**config.mk**
```make
export PLATFORM = sky130hd
export DESIGN_NAME = score_tracker
export DESIGN_NICKNAME = d
export VERILOG_FILES = /design/src/rtl/score_tracker.sv
export SDC_FILE = /design/constraint.sdc
export NUM_CORES = 1
export LEC_CHECK = 0
export ABC_AREA = 0
export CAP_MARGIN = 10
export CORE_AREA = 5 5 53 55
export DETAILED_ROUTE_END_ITERATION = 8
export DIE_AREA = 0 0 58 60
export HOLD_SLACK_MARGIN = 0.15
export PLACE_DENSITY = 0.56
export SLEW_MARGIN = 30
export SYNTH_ARGS = -nofsm -noshare
export SYNTH_HDL_FRONTEND = slang
export SYNTH_SLANG_ARGS = --single-unit
```
**constraint.sdc**
```tcl
create_clock -name clk -period 2.8 [get_ports clk]
set_clock_uncertainty 0.05 [all_clocks]
set_input_delay 0.84 -clock clk [delete_from_list [all_inputs] [get_ports clk]]
set_output_delay 0.84 -clock clk [all_outputs]
set_load 0.01 [all_outputs]
```
**src/rtl/score_tracker.sv**
```systemverilog
// Game score tracker: BCD round counter with a best-score register and a new-record blink.
// Best tracking, new_record and blink are built only when SCORE_TRACKER_BEST_EN is defined.
module score_tracker #(
  parameter int unsigned BLINK_TICKS = 25,
  parameter int unsigned MAX_SCORE   = 99
) (
  input  logic       clk,
  input  logic       rst_n,
  input  logic       tick_100hz,
  input  logic       game_start,
  input  logic       round_won,
  input  logic       game_over,
  output logic [3:0] score_tens,
  output logic [3:0] score_ones,
  output logic [3:0] best_tens,
  output logic [3:0] best_ones,
  output logic       new_record,
  output logic       disp_blank
);

  typedef enum logic [1:0] {StIdle, StPlay, StOver} state_e;

  localparam logic [3:0] MaxTens = 4'(MAX_SCORE / 10);
  localparam logic [3:0] MaxOnes = 4'(MAX_SCORE % 10);

  state_e     state_q;
  logic [3:0] score_tens_q, score_ones_q;
  logic       at_max;

  assign at_max = (score_tens_q == MaxTens) && (score_ones_q == MaxOnes);

  // game_start outranks game_over, which outranks round_won.
  always_ff @(posedge clk or negedge rst_n) begin
    if (!rst_n) begin
      state_q      <= StIdle;
      score_tens_q <= 4'd0;
      score_ones_q <= 4'd0;
    end else begin
      case (state_q)
        StIdle: begin
          if (game_start) begin
            state_q      <= StPlay;
            score_tens_q <= 4'd0;
            score_ones_q <= 4'd0;
          end
        end
        StPlay: begin
          if (game_start) begin
            score_tens_q <= 4'd0;
            score_ones_q <= 4'd0;
          end else if (game_over) begin
            state_q <= StOver;
          end else if (round_won && !at_max) begin
            if (score_ones_q == 4'd9) begin
              score_ones_q <= 4'd0;
              score_tens_q <= score_tens_q + 4'd1;
            end else begin
              score_ones_q <= score_ones_q + 4'd1;
            end
          end
        end
        StOver: begin
          if (game_start) begin
            state_q      <= StPlay;
            score_tens_q <= 4'd0;
            score_ones_q <= 4'd0;
          end
        end
        default: state_q <= StIdle;
      endcase
    end
  end

  assign score_tens = score_tens_q;
  assign score_ones = score_ones_q;

`ifdef SCORE_TRACKER_BEST_EN
  localparam int unsigned CntW = (BLINK_TICKS > 1) ? $clog2(BLINK_TICKS) : 1;
  localparam logic [CntW-1:0] TickLast = CntW'(BLINK_TICKS - 1);

  logic [7:0]      best_q;
  logic            new_record_q, disp_blank_q;
  logic [CntW-1:0] tick_cnt_q;

  always_ff @(posedge clk or negedge rst_n) begin
    if (!rst_n) begin
      best_q       <= 8'd0;
      new_record_q <= 1'b0;
      disp_blank_q <= 1'b0;
      tick_cnt_q   <= '0;
    end else if (game_start) begin
      new_record_q <= 1'b0;
      disp_blank_q <= 1'b0;
      tick_cnt_q   <= '0;
    end else if (state_q == StPlay && game_over) begin
      // Packed BCD digits compare correctly as an unsigned byte.
      if ({score_tens_q, score_ones_q} > best_q) begin
        best_q       <= {score_tens_q, score_ones_q};
        new_record_q <= 1'b1;
      end
    end else if (state_q == StOver && new_record_q && tick_100hz) begin
      if (tick_cnt_q == TickLast) begin
        tick_cnt_q   <= '0;
        disp_blank_q <= ~disp_blank_q;
      end else begin
        tick_cnt_q <= tick_cnt_q + CntW'(1);
      end
    end
  end

  assign best_tens  = best_q[7:4];
  assign best_ones  = best_q[3:0];
  assign new_record = new_record_q;
  assign disp_blank = disp_blank_q;
`else
  logic unused_cfg;
  assign unused_cfg = ^{BLINK_TICKS, tick_100hz};

  assign best_tens  = 4'd0;
  assign best_ones  = 4'd0;
  assign new_record = 1'b0;
  assign disp_blank = 1'b0;
`endif

endmodule

```
==> results.json, run 1 <==
{
  "outcome": "finished, final reports clean",
  "drtIter0Drc": 8,
  "crit_path_cell_trace": "clkdlybuf4s50_1 -> nand2b_2 -> a311oi_2 -> or3_1 -> o21ai_0",
  "drv_slew": 0,
  "final_util": 0.348,
  "cts_tree": "yes",
  "crit_required_ns": 2.89,
  "peakVddDrop_mv": 0.271,
  "endpoint_kind": "register",
  "finalCritPeriodShare": 0.778,
  "synth_top_cell_by_area": "dfrtp_1",
  "path_max_fanout": 8,
  "critPathMaxStageDelay_ns": 0.45,
  "synth.area.top_cells": "dfrtp_1 (38%), buf_4 (11%), ha_1 (7.6%)",
  "grt_max_degree": 11,
  "grt_pass1_wl_um": 2260,
  "synth_top_cell_area_share": 0.378,
  "htreeDepth": 1,
  "cts.sinks": 10,
  "gp_congestion": 0.773,
  "cts_made_buffers": 3,
  "syn_to_final_growth_pct": 23.1,
  "max_freq_ghz": 0.459,
  "worstPathArrival_ns": 2.27,
  "p_total_uw": 389,
  "hold_buffers": 0,
  "setup_viol": 0,
  "start_kind": "input port",
  "dp_hpwl_um": 1030,
  "seq_area_frac_synth": 0.378,
  "ctsResizeCount": 0,
  "vias": 525,
  "grt_usage": 0.0872,
  "p_per_area_mw_per_mm2": 478,
  "post-cts-setup-buffers": 0,
  "cts_buffer_depth": 2,
  "min_period_ns": 2.18,
  "syn_area_per_cell_um2": 9.32,
  "setup.worst_path.class": "input port to register",
  "drive_gt1_frac": 0.116,
  "grt_pass1_vias": 531,
  "place_inst": 112,
  "rows": 18,
  "coreArea_mm2": 0.00234,
  "antenna_found_initial": 0,
  "wl_per_cell_um": 11.4,
  "viasPerCell": 4.53,
  "synth-seq-cells": 10,
  "setup_tns_ns": 0,
  "yosys_warnings": 0,
  "final-seq-area_um2": 250,
  "diodes": 0,
  "syn-cell-area_um2": 662,
  "drv_cap": 0,
  "cp_top_family": "compound AO/OA/AOI/OAI gates",
  "die_h_um": 60,
  "min_path_type": "register to register",
  "io_pins": 24,
  "rsz0062_at_grt": "no",
  "ys_types": 30,
  "multi_input_area_um2": 352,
  "clk_latency_ns": 0.27,
  "nets": 97,
  "drc_errors": 0,
  "syn_inst": 71,
  "die_area_mm2": 0.00348,
  "grt-ovfl-total": 0,
  "antenna_left": 0,
  "clk_pin_slew_ns": 0.07,
  "port_buffers": 12,
  "start_util": 0.283,
  "fill_cells": 258,
  "clockRootBuffer": "clkbuf_4",
  "timing.hold.ws_ns": 0.503,
  "hold_viol": 0,
  "chipWidth_um": 58,
  "cp_num_buf_inv": 1,
  "crit_slowest_cell": "clkdlybuf4s50_1",
  "dr.pass1.iters": 4,
  "wl_um": 1320,
  "stdcell_count": 116,
  "power_leakage_nw": 0.352
}
[flip-flops by register name, summed over array words and instances (netlist names)]
register	cells
score_ones	4
score_tens	4
state_q	2
[Yosys cell counts]
cell type / n
nand3_1: 1
nand2b_1: 2
mux2_2: 1
nor3_1: 1
mux2i_1: 1
o21ai_2: 1
nand2_1: 5
o22ai_1: 2
o31ai_1: 3
nand3b_1: 1
and2b_2: 1
a221oi_1: 1
a21oi_1: 2
nand2b_2: 1
o21ai_1: 1
buf_4: 10
and3b_2: 1
a31oi_1: 2
or4_1: 1
a311oi_2: 1
o21ai_0: 4
ha_1: 4
o41ai_1: 1
conb_1: 1
or3_1: 1
dfrtp_1: 10
nor2_1: 4
and2b_1: 1
and3_1: 1
inv_1: 5
[logic make-up (layout without fill, tap and decap cells)]
family                     Yosys count  in the layout  synth area share
other                                1             10           0.00567
adders and majority gates            4              4            0.0756
AOI/OAI and AO/OA                   18             18             0.187
muxes                                2              2            0.0321
DFF                                 10             10             0.378
and+or+nand+nor                     21             21             0.180
buffers and inverters               15             21             0.142
[power breakdown]
part	internal [mW]	total [mW]	switching [mW]	leakage, nW
registers	0.156	0.172	0.0159	0.134
logic	0.0406	0.0870	0.0464	0.197
clock network	0.0790	0.130	0.0511	0.0210
[final timing paths]
kind	depth (start not counted)	start	endpoint	slack, ns
max in group asynchronous	1	rst_n	state_q[1]$_DFFE_PN0P_	1.52
min reg2reg	1	score_ones[3]$_DFFE_PN0P_	score_ones[3]$_DFFE_PN0P_	0.50
max	5	game_start	score_tens[2]$_DFFE_PN0P_	0.62
max reg2reg	5	score_ones[0]$_DFFE_PN0P_	score_tens[2]$_DFFE_PN0P_	1.04
min in group asynchronous	1	rst_n	score_tens[1]$_DFFE_PN0P_	0.85
min	1	score_ones[3]$_DFFE_PN0P_	score_ones[3]$_DFFE_PN0P_	0.50
[area by class of cell]
type | count | share of cell area
clock buffers | 4 | 0.0445
inverters | 5 | 0.0230
multi-input cells | 55 | 0.432
flip-flops and latches | 10 | 0.307
well taps | 30 | 0.0461
repair buffers | 12 | 0.147
[stage by stage]
stage          setup WS [ns]  area, um^2
6_report               0.621         815
5_1_grt                0.464         815
4_1_cts                0.629         815
3_5_place_dp           0.347         778
3_3_place_gp           0.362         778
2_1_floorplan          0.974         696
[layer usage]
layer	part of all wire	global-route usage	up-vias
li1	-	-	262
met1	0.43	0.0993	245
met2	0.47	0.140	16
met3	0.080	0.0518	2
met4	0.0091	0.0199	0
met5	0	0	-
[layout by cell type, fill, tap and decap left out, types with 2 or more instances in the layout]
| master | Yosys | layout |
|---|---|---|
| a21oi_1 | 2 | 2 |
| inv_1 | 5 | 5 |
| o21ai_0 | 4 | 4 |
| o31ai_1 | 3 | 3 |
| ha_1 | 4 | 4 |
| nand2b_1 | 2 | 2 |
| a31oi_1 | 2 | 2 |
| clkdlybuf4s50_1 | 0 | 12 |
| clkbuf_4 | 0 | 3 |
| nor2_1 | 4 | 4 |
| o22ai_1 | 2 | 2 |
| conb_1 | 1 | 10 |
| dfrtp_1 | 10 | 10 |
| nand2_1 | 5 | 5 |
Power figures use the tool's default switching activity.
==> inputs of run 2 (changes only) <==
PLACE_DENSITY = 0.58   (was 0.56)
clock period = 1.75 ns   (was 2.8 ns; I/O delays follow)
==> run 2 against run 1 <==
  * Hold slack lost 0.012 ns
  * Combinational power is 130% higher
  * Largest cell class unchanged
  * Count of clock-buffer cells in the layout stayed put
  * Core utilization rose by 4.1 points
  * Cell count increased by 9.5%
  * Final area increased by 12%
  * Largest power group unchanged
  * Global-route usage grew 0.12 points
==> results.json, run 2 (synthesis gave the netlist of run 1 again) <==
{
  "outcome": "finished, final reports clean",
  "dpl_cell_area_um2": 838,
  "htreeDepth": 1,
  "grt_pass1_vias": 539,
  "grt_max_degree": 11,
  "wl_um": 1400,
  "wl_per_cell_um": 11.0,
  "critPathMaxStageDelay_ns": 0.47,
  "fin_area_um2": 911,
  "worstPathArrival_ns": 1.86,
  "viasPerCell": 4.45,
  "cp_top_family": "simple AND/OR/NAND/NOR gates",
  "clk_pin_slew_ns": 0.07,
  "stdcell_count": 127,
  "vias": 565,
  "min_period_ns": 1.71,
  "endpoint_kind": "register",
  "antenna_left": 0,
  "cts_buffer_depth": 2,
  "crit_slowest_cell": "or4_1",
  "die_h_um": 60,
  "power_leakage_nw": 0.468,
  "clockRootBuffer": "clkbuf_4",
  "final_common_cell": "buf_4",
  "grt-ovfl-total": 0,
  "crit_required_ns": 1.90,
  "diodes": 0,
  "drtIter0Drc": 4,
  "port_buffers": 12,
  "syn_to_final_growth_pct": 37.6,
  "dr.pass1.iters": 4,
  "dp_hpwl_um": 1080,
  "grt_usage": 0.0884,
  "final_util": 0.389,
  "place_inst": 120,
  "cp_num_buf_inv": 1,
  "setup_viol": 0,
  "start_util": 0.283,
  "nets": 108,
  "gp_congestion": 0.748,
  "coreArea_mm2": 0.00234,
  "die_area_mm2": 0.00348,
  "drv_slew": 0,
  "rows": 18,
  "p_per_area_mw_per_mm2": 742,
  "grt_pass1_wl_um": 2320,
  "rsz0062_at_grt": "no",
  "max_freq_ghz": 0.584,
  "path_max_fanout": 9,
  "drc_errors": 0,
  "timing.hold.ws_ns": 0.491,
  "min_path_type": "register to register",
  "crit_path_cell_trace": "clkdlybuf4s50_1 -> and2b_1 -> o21ai_4 -> or4_1 -> o21ai_1",
  "start_kind": "input port",
  "drv_cap": 0,
  "antenna_found_initial": 0,
  "hold_buffers": 0,
  "clk_latency_ns": 0.27,
  "peakVddDrop_mv": 0.478,
  "cts_made_buffers": 3,
  "most-common-layout-cells": "buf_4 (11), conb_1 (10), dfrtp_1 (10)",
  "finalCritPeriodShare": 0.979,
  "setup.worst_path.class": "input port to register",
  "chipWidth_um": 58,
  "hold_viol": 0,
  "cts.sinks": 10,
  "cts_tree": "yes",
  "drive_gt1_frac": 0.227,
  "io_pins": 24
}
[run 2: area by class of cell]
type | count | area (um^2)
well taps | 30 | 37.5
fillers | 245 | 1430
inverters | 5 | 18.8
clock buffers | 4 | 36.3
flip-flops and latches | 10 | 250
repair buffers | 23 | 196
multi-input cells | 55 | 372
[run 2: per-layer routing]
| metal | routed length [um] | up-vias | GRT usage |
|---|---|---|---|
| met4 | 9 | 0 | 0.0199 |
| li1 | - | 284 | - |
| met2 | 638 | 18 | 0.140 |
| met3 | 98 | 2 | 0.0475 |
| met1 | 656 | 261 | 0.105 |
| met5 | 0 | - | 0 |
[run 2: what timing repair did]
item	4_1_cts	5_1_grt
endpoints found under the hold margin	0	0
buffers inserted	2	1
pin swaps	0	1
gates resized for setup	8	4
setup endpoints to repair	13	7
[run 2: final timing paths]
path | from | to | slack, ns | cells past startpoint
min in group asynchronous | rst_n | state_q[0]$_DFFE_PN0P_ | 0.52 | 1
max in group asynchronous | rst_n | state_q[1]$_DFFE_PN0P_ | 0.82 | 1
max reg2reg | score_ones[1]$_DFFE_PN0P_ | score_ones[2]$_DFFE_PN0P_ | 0.11 | 7
min reg2reg | score_ones[3]$_DFFE_PN0P_ | score_ones[3]$_DFFE_PN0P_ | 0.49 | 1
max | game_over | score_tens[3]$_DFFE_PN0P_ | 0.04 | 5
min | score_ones[3]$_DFFE_PN0P_ | score_ones[3]$_DFFE_PN0P_ | 0.49 | 1
[run 2: where the power goes]
group          total [mW]  internal, mW  switching (mW)
Clock               0.215         0.126          0.0885
Sequential          0.264         0.249          0.0148
Combinational       0.196        0.0970          0.0994
[run 2: per-stage QoR]
step                power (mW)  setup TNS [ns]  setup WS (ns)
CTS                      0.669               0        0.00532
global placement         0.442           -2.05         -0.280
finish                   0.675               0         0.0363
global route             0.722               0        0.00896
detailed placement       0.445           -2.38         -0.315
floorplan                0.373               0          0.104
==> inputs of run 3 (changes only) <==
REMOVE_ABC_BUFFERS = 1   (was unset)
==> run 3 against run 2 <==
  * Cell count did not move
  * Largest power group unchanged
  * Flip-flop and latch count unchanged
  * Die area unchanged
  * Highest routed layer unchanged
==> results.json, run 3 (synthesis gave the netlist of run 1 again) <==
{
  "die_h_um": 60,
  "hold_viol": 0,
  "grt-ovfl-total": 0,
  "die_area_mm2": 0.00348,
  "antenna_found_initial": 0,
  "port_buffers": 12,
  "dpl_cell_area_um2": 846,
  "nets": 108,
  "setup.worst_path.class": "input port to register",
  "diodes": 0,
  "drc_errors": 0,
  "rsz0062_at_grt": "yes",
  "cts.sinks": 10,
  "htreeDepth": 1,
  "wl_um": 1530,
  "worst_slack_ns": 0.0534,
  "fin_area_um2": 928,
  "min_period_ns": 1.70,
  "max_freq_ghz": 0.589,
  "p_per_area_mw_per_mm2": 726,
  "cts_tree": "yes",
  "drv_cap": 0,
  "outcome": "finished, final reports clean",
  "most-common-layout-cells": "conb_1 (10), buf_4 (10), dfrtp_1 (10)",
  "coreArea_mm2": 0.00234,
  "cts_made_buffers": 3,
  "crit_required_ns": 1.89,
  "stdcell_count": 127,
  "grt_max_degree": 11,
  "io_pins": 24,
  "place_inst": 121,
  "rows": 18,
  "grt_pass1_wl_um": 2460,
  "grt_pass1_vias": 562,
  "cts_buffer_depth": 2,
  "setup_tns_ns": 0,
  "dp_hpwl_um": 1130,
  "antenna_left": 0,
  "hold_buffers": 0,
  "setup_viol": 0,
  "path_max_fanout": 5,
  "clk_latency_ns": 0.27,
  "worstPathArrival_ns": 1.83,
  "p_total_uw": 674,
  "grt_usage": 0.0928,
  "drtIter0Drc": 12,
  "final_util": 0.396,
  "wl_per_cell_um": 12.1,
  "dr.pass1.iters": 4,
  "start_util": 0.283,
  "gp_congestion": 0.798,
  "finalCritPeriodShare": 0.969,
  "chipWidth_um": 58,
  "endpoint_kind": "register",
  "power_leakage_nw": 0.472,
  "vias": 575,
  "drive_gt1_frac": 0.247,
  "clk_pin_slew_ns": 0.07,
  "drv_slew": 0,
  "viasPerCell": 4.53,
  "timing.hold.ws_ns": 0.489,
  "min_path_type": "register to register",
  "clockRootBuffer": "clkbuf_4",
  "pre_cts_slack_ns": -0.344,
  "syn_to_final_growth_pct": 40.3,
  "start_kind": "input port",
  "peakVddDrop_mv": 0.358
}
==> run 3: cell type report <==
type | instances | area (um^2)
clock buffers | 4 | 36.3
inverters | 5 | 18.8
repair buffers | 23 | 203
flip-flops and latches | 10 | 250
well taps | 30 | 37.5
fillers | 245 | 1410
multi-input cells | 55 | 383
==> run 3: critical path, stage by stage <==
cell             delay (ns)
clkdlybuf4s50_1        0.43
nand2b_4               0.18
buf_4                  0.15
or3_1                  0.39
o21ai_0                0.16
==> run 3: what timing repair did <==
action                     CTS  global route
setup endpoints to repair   14             9
resized for setup            9             8
pin swaps                    0             2
setup buffers                1             1
==> run 3: power breakdown <==
part	leakage [nW]	internal, mW	switching (mW)
logic	0.317	0.0955	0.0965
registers	0.134	0.249	0.0188
clock network	0.0210	0.126	0.0879
total	0.472	0.471	0.203
==> run 3: path summary, 6_finish.rpt <==
| kind | start | to | slack (ns) | cells past startpoint |
|---|---|---|---|---|
| worst max-delay path | game_start | score_tens[0]$_DFFE_PN0P_ | 0.05 | 5 |
| worst min-delay path | score_ones[1]$_DFFE_PN0P_ | score_ones[1]$_DFFE_PN0P_ | 0.49 | 2 |
| worst max register to register | score_ones[0]$_DFFE_PN0P_ | score_tens[0]$_DFFE_PN0P_ | 0.08 | 6 |
| worst min register to register | score_ones[1]$_DFFE_PN0P_ | score_ones[1]$_DFFE_PN0P_ | 0.49 | 2 |
| max in group asynchronous | rst_n | score_tens[3]$_DFFE_PN0P_ | 0.81 | 1 |
| min in group asynchronous | rst_n | state_q[1]$_DFFE_PN0P_ | 0.53 | 1 |
==> run 3: routing by layer <==
metal | track usage | wire length (um) | vias to the layer above
met3 | 0.0216 | 67 | 2
met4 | 0.0497 | 10 | 0
met1 | 0.117 | 703 | 273
met5 | 0 | 0 | -
met2 | 0.147 | 750 | 14
li1 | - | - | 286
==> variant 1 (settings of run 3) <==
Add a define of `SCORE_TRACKER_BEST_EN`.
--- a/src/rtl/score_tracker.sv
+++ b/src/rtl/score_tracker.sv
@@ -1,5 +1,7 @@
 // Game score tracker: BCD round counter with a best-score register and a new-record blink.
 // Best tracking, new_record and blink are built only when SCORE_TRACKER_BEST_EN is defined.
+`define SCORE_TRACKER_BEST_EN
+
 module score_tracker #(
   parameter int unsigned BLINK_TICKS = 25,
   parameter int unsigned MAX_SCORE   = 99
Formal check against the unedited RTL: not equivalent (Yosys sat finds a counterexample within 4 cycles, from zero or initial values and one cycle with rst_n low).
==> variant 1 against run 3 <==
The flow now finishes with violations (setup timing). Setup slack got worse by 0.52 ns. Sequential cell count increased by 15. Area after synthesis increased by 130%. Power increased by 96%. Final cell count increased by 100%. Clock power increased by 35%. Wire length increased to 5.4 times the old value. Cell area increased by 150%. Fmax decreased by 23%. Highest routed layer unchanged.
==> variant 1: results (changes against run 3) <==
worst min path class in2async (was reg2reg); slowest CP cell dfrtp_1 (was clkdlybuf4s50_1); area growth from synthesis to layout 54.2% (was 40.3%); setup slack after layout -0.465 ns (was 0.0534 ns); violated checks setup timing; Post-Place Cells 233 (was 121); Post-DP HPWL 2970 µm (was 1130 µm); Root Buffer clkbuf_4 (unchanged); Post-CTS Resized 62 (was 9); Final Setup Violations 21 (was 0); IR drop worst, VDD 613 µV (was 358 µV); Cell Area, Placed 0.00196 mm² (was 846 µm²); Netlist cell types 37 (was 30); Largest regs best_q (8), tick_cnt_q (5); family with the most delay on the worst path simple AND/OR/NAND/NOR gates (was buffers and inverters); R2R cell count 7 (was 6); first-pass GRT wire length 8830 µm (was 2460 µm); ys async rst share 1.00 (unchanged); detailed-route via count 1946 (was 575); met3 usage 0.0886 (was 0.0216); Worst-path clk slew 0.17 ns (was 0.07 ns); clk sink count 25 (was 10); TritonCTS Buffers 3 (unchanged); status finished with violations (was finished clean); grt met1 use 0.442 (was 0.117); initial drt markers 312 (was 12); gpl congestion 0.819 (was 0.798); Detailed Routing Iterations Pass 1 7 (was 4); Mapped Avg Cell Area 9.68 µm² (was 9.32 µm²); yosys warns 0 (unchanged); share of cells above drive strength 1 0.420 (was 0.247); Max clock buf depth 2 (unchanged); Vias per Instance 7.66 (was 4.53); worst skew pair latency 0.34 ns (was 0.27 ns); LEAKAGE 0.00111 µW (was 0.000472 µW); Worst setup startpoint score_tens[1] (was game_start); register area share after synthesis 0.419 (was 0.378); GR peak layer met2 (unchanged); met3 WL 1160 µm (was 67 µm); drt total wl 8230 µm (was 1530 µm); vias in the first global route 1696 (was 562); Synth area leaders dfrtp_1 42%, ha_1 12%, inv_1 4.3% (was dfrtp_1 38%, buf_4 11%, ha_1 7.6%); hold slack 0.518 ns (was 0.489 ns); met2 GRT Util 0.568 (was 0.147); Slew @ Worst Pin 0.453 ns; largest net degree at the start of global routing 26 (was 11); Final nets 245 (was 108); IO buf count 23 (was 12); Max Used Layer met4 (unchanged); Post-synth top cells 25 x dfrtp_1, 17 x inv_1, 15 x nand2_1 (was 10 x buf_4, 10 x dfrtp_1, 5 x inv_1, 5 x nand2_1); Fill cells 29 (was 245); total track usage 0.351 (was 0.0928); Data arrival, critical path 2.43 ns (was 1.83 ns); Max FO, Critical Path 3 (was 5); met2 wire len 3580 µm (was 750 µm); diodes inserted 0 (unchanged); slowest stage delay, CP 0.48 ns (was 0.43 ns); post-CTS setup buffers 13 (was 1); wl on met1 2430 µm (was 703 µm)
-- variant 1: changes by cell type after synthesis, moves of 4 or more --
| cell | before | now |
|---|---|---|
| nand3_1 | 1 | 8 |
| dfrtp_1 | 10 | 25 |
| buf_4 | 10 | 0 |
| inv_1 | 5 | 17 |
| o21ai_0 | 4 | 9 |
| nand2_1 | 5 | 15 |
| mux2i_1 | 1 | 5 |
| ha_1 | 4 | 14 |
| a21oi_1 | 2 | 12 |
| mux2_2 | 1 | 5 |
-- variant 1: layout make-up --
class / instances / area share
Multi-Input combinational cell: 109 / 0.427
Tap cell: 30 / 0.0163
Clock inverter: 1 / 0.00326
Timing Repair Buffer: 69 / 0.242
Sequential cell: 25 / 0.272
Clock buffer: 3 / 0.00979
Inverter: 17 / 0.0299
-- variant 1: kinds of logic after synthesis --
| logic type | synth area share |
|---|---|
| simple gates | 0.195 |
| flops | 0.419 |
| compound gates | 0.145 |
| fa+ha+maj | 0.117 |
| buf+inv | 0.0520 |
| mux | 0.0713 |
-- variant 1: per-stage QoR --
stage                     setup WS, ns  power (µW)  TNS, ns  utilization
after CTS                       -0.121        1190    -1.11        0.949
after floorplan                -0.0751         733   -0.376            -
final                           -0.465        1320    -6.04        0.982
after global routing            -0.631        1350    -6.42        0.982
after detailed placement        -0.398         886    -7.22        0.838
after global placement          -0.293         872    -5.26        0.838
-- variant 1: worst register-to-register path, delay by kind of cell, from the launching register on --
kind | cells | cell delay, ns
and+or+nand+nor | 3 | 0.82
DFF | 1 | 0.48
AOI/OAI and AO/OA | 2 | 0.46
adders and majority gates | 1 | 0.22
buffers and inverters | 1 | 0.11
-- variant 1: report_power, final --
part           leakage (µW)  switching, µW  internal [µW]  total [µW]
clock             0.0000139            202           87.4         289
combinational      0.000769            219            176         396
sequential         0.000329           35.9            603         639
total               0.00111            457            867        1320
==> variant 2 (settings of run 3) <==
Without the edit above. Register the output `score_ones` once more, without a reset; this adds one clock of latency there. The other outputs are not delayed to match.
--- a/src/rtl/score_tracker.sv
+++ b/src/rtl/score_tracker.sv
@@ -72,7 +72,9 @@
   end
 
   assign score_tens = score_tens_q;
-  assign score_ones = score_ones_q;
+  always_ff @(posedge clk) begin
+    score_ones <= score_ones_q;
+  end
 
 `ifdef SCORE_TRACKER_BEST_EN
   localparam int unsigned CntW = (BLINK_TICKS > 1) ? $clog2(BLINK_TICKS) : 1;
Function: changed (Yosys sat finds a counterexample within 4 cycles, from zero or initial values and one cycle with rst_n low).
==> variant 2 against run 3 <==
Largest power group unchanged. Area after synthesis rose by 16%. Setup slack got worse by 0.041 ns. Critical path depth did not move. Fmax fell by 2.3%. Die area did not move. Wire length fell by 2.6%. Largest cell class unchanged. Power rose by 18%. Cell area rose by 8.9%. Sequential cell count rose by 4.
==> variant 2: results (changes against run 3) <==
initial drt markers 4 (was 12); Synth area leaders dfrtp_1 33%, dfxtp_1 10%, buf_4 9.8% (was dfrtp_1 38%, buf_4 11%, ha_1 7.6%); Worst setup startpoint game_start (unchanged); Post-DP HPWL 1060 µm (was 1130 µm); IR drop worst, VDD 408 µV (was 358 µV); Worst-path clk slew 0.09 ns (was 0.07 ns); Vias per Instance 4.63 (was 4.53); initial antenna violation count 0 (unchanged); Main synth FF type dfrtp_1 (unchanged); vias in the first global route 609 (was 562); Max Used Layer met4 (unchanged); met2 wire len 727 µm (was 750 µm); Data arrival, critical path 1.87 ns (was 1.83 ns); final hold violations 0 (unchanged); met3 usage 0.0302 (was 0.0216); grt met1 use 0.106 (was 0.117); Worst Hold Launch score_ones_q[1] (was score_ones[1]); first-pass GRT wire length 2430 µm (was 2460 µm); yosys warns 0 (unchanged); Max FO, Critical Path 7 (was 5); worst min path class reg2reg (unchanged); status finished clean (unchanged); Post-synth top cells 10 x buf_4, 10 x dfrtp_1, 5 x inv_1, 5 x nand2_1 (unchanged); Psw 226 µW (was 203 µW); Root Buffer clkbuf_4 (unchanged); Critical R2R Launch score_ones_q[1] (was score_ones[0]); largest net degree at the start of global routing 11 (unchanged); gpl congestion 0.759 (was 0.798); Detailed Routing Iterations Pass 1 4 (unchanged); ys async rst share 0.714 (was 1.00); wl on met1 653 µm (was 703 µm); met3 WL 77 µm (was 67 µm); met2 GRT Util 0.147 (unchanged); share of cells above drive strength 1 0.228 (was 0.247); total track usage 0.0934 (was 0.0928); Max clock buf depth 2 (unchanged); Netlist cell types 30 (unchanged); Clock power frac 0.295 (was 0.318); register area share after synthesis 0.430 (was 0.378); H-Tree Depth 1 (unchanged); diodes inserted 0 (unchanged); Final nets 112 (was 108); TritonCTS Buffers 3 (unchanged); worst skew pair latency 0.28 ns; seq pwr 364 µW (was 268 µW); LEAKAGE 0.000498 µW (was 0.000472 µW); IO buf count 12 (unchanged); average routed wire per standard cell 11.4 µm (was 12.1 µm)
variant 2: critical path, stage by stage:
cell and delay (ns):
clkdlybuf4s50_1 0.44, nand2b_2 0.25, a311oi_4 0.38, nor4_1 0.11, nand2b_1 0.15
variant 2: layout make-up:
cell class,count,area [µm²]
multi-input cells,55,385
clock buffers,4,36.3
well taps,30,37.5
repair buffers,23,203
fillers,245,1330
flip-flops and latches,14,330
inverters,5,18.8
variant 2: worst paths after layout:
kind	to	slack (ns)	cells after the start
max in group asynchronous	score_ones_q[3]	0.81	1
setup reg to reg	score_tens[0]	0.02	6
setup / recovery	score_tens[0]	0.01	5
hold reg to reg	score_ones[1]	0.39	0
hold / removal	score_ones[1]	0.39	0
min in group asynchronous	score_tens[0]	0.51	1
variant 2: cell families (layout without fill, tap and decap cells):
| group | after synthesis | in the layout | share of synthesized area |
|---|---|---|---|
| AND/OR/NAND/NOR | 22 | 22 | 0.160 |
| flip-flops | 14 | 14 | 0.430 |
| AO/OA/AOI/OAI | 17 | 17 | 0.169 |
| buffers and inverters | 17 | 32 | 0.143 |
| other | 1 | 10 | 0.00488 |
| adder cells (fa/ha/maj) | 4 | 4 | 0.0651 |
| multiplexers | 2 | 2 | 0.0277 |
variant 2: per-stage QoR:
step	cell area [µm²]	hold slack, ns	setup WS, ns	cells	total power (µW)
5_1_grt	1010	0.421	-0.0667	131	841
6_report	1010	0.389	0.0126	131	797
3_5_place_dp	906	0.348	-0.322	121	541
4_1_cts	960	0.370	0.0288	128	783
3_3_place_gp	906	0.360	-0.281	121	537
2_1_floorplan	711	0.179	0.0810	74	459
variant 2: timing repair:
action                     CTS  global route
resized for setup            4            10
setup endpoints to repair    7            10
setup buffers                3             3
pin swaps                    1             3
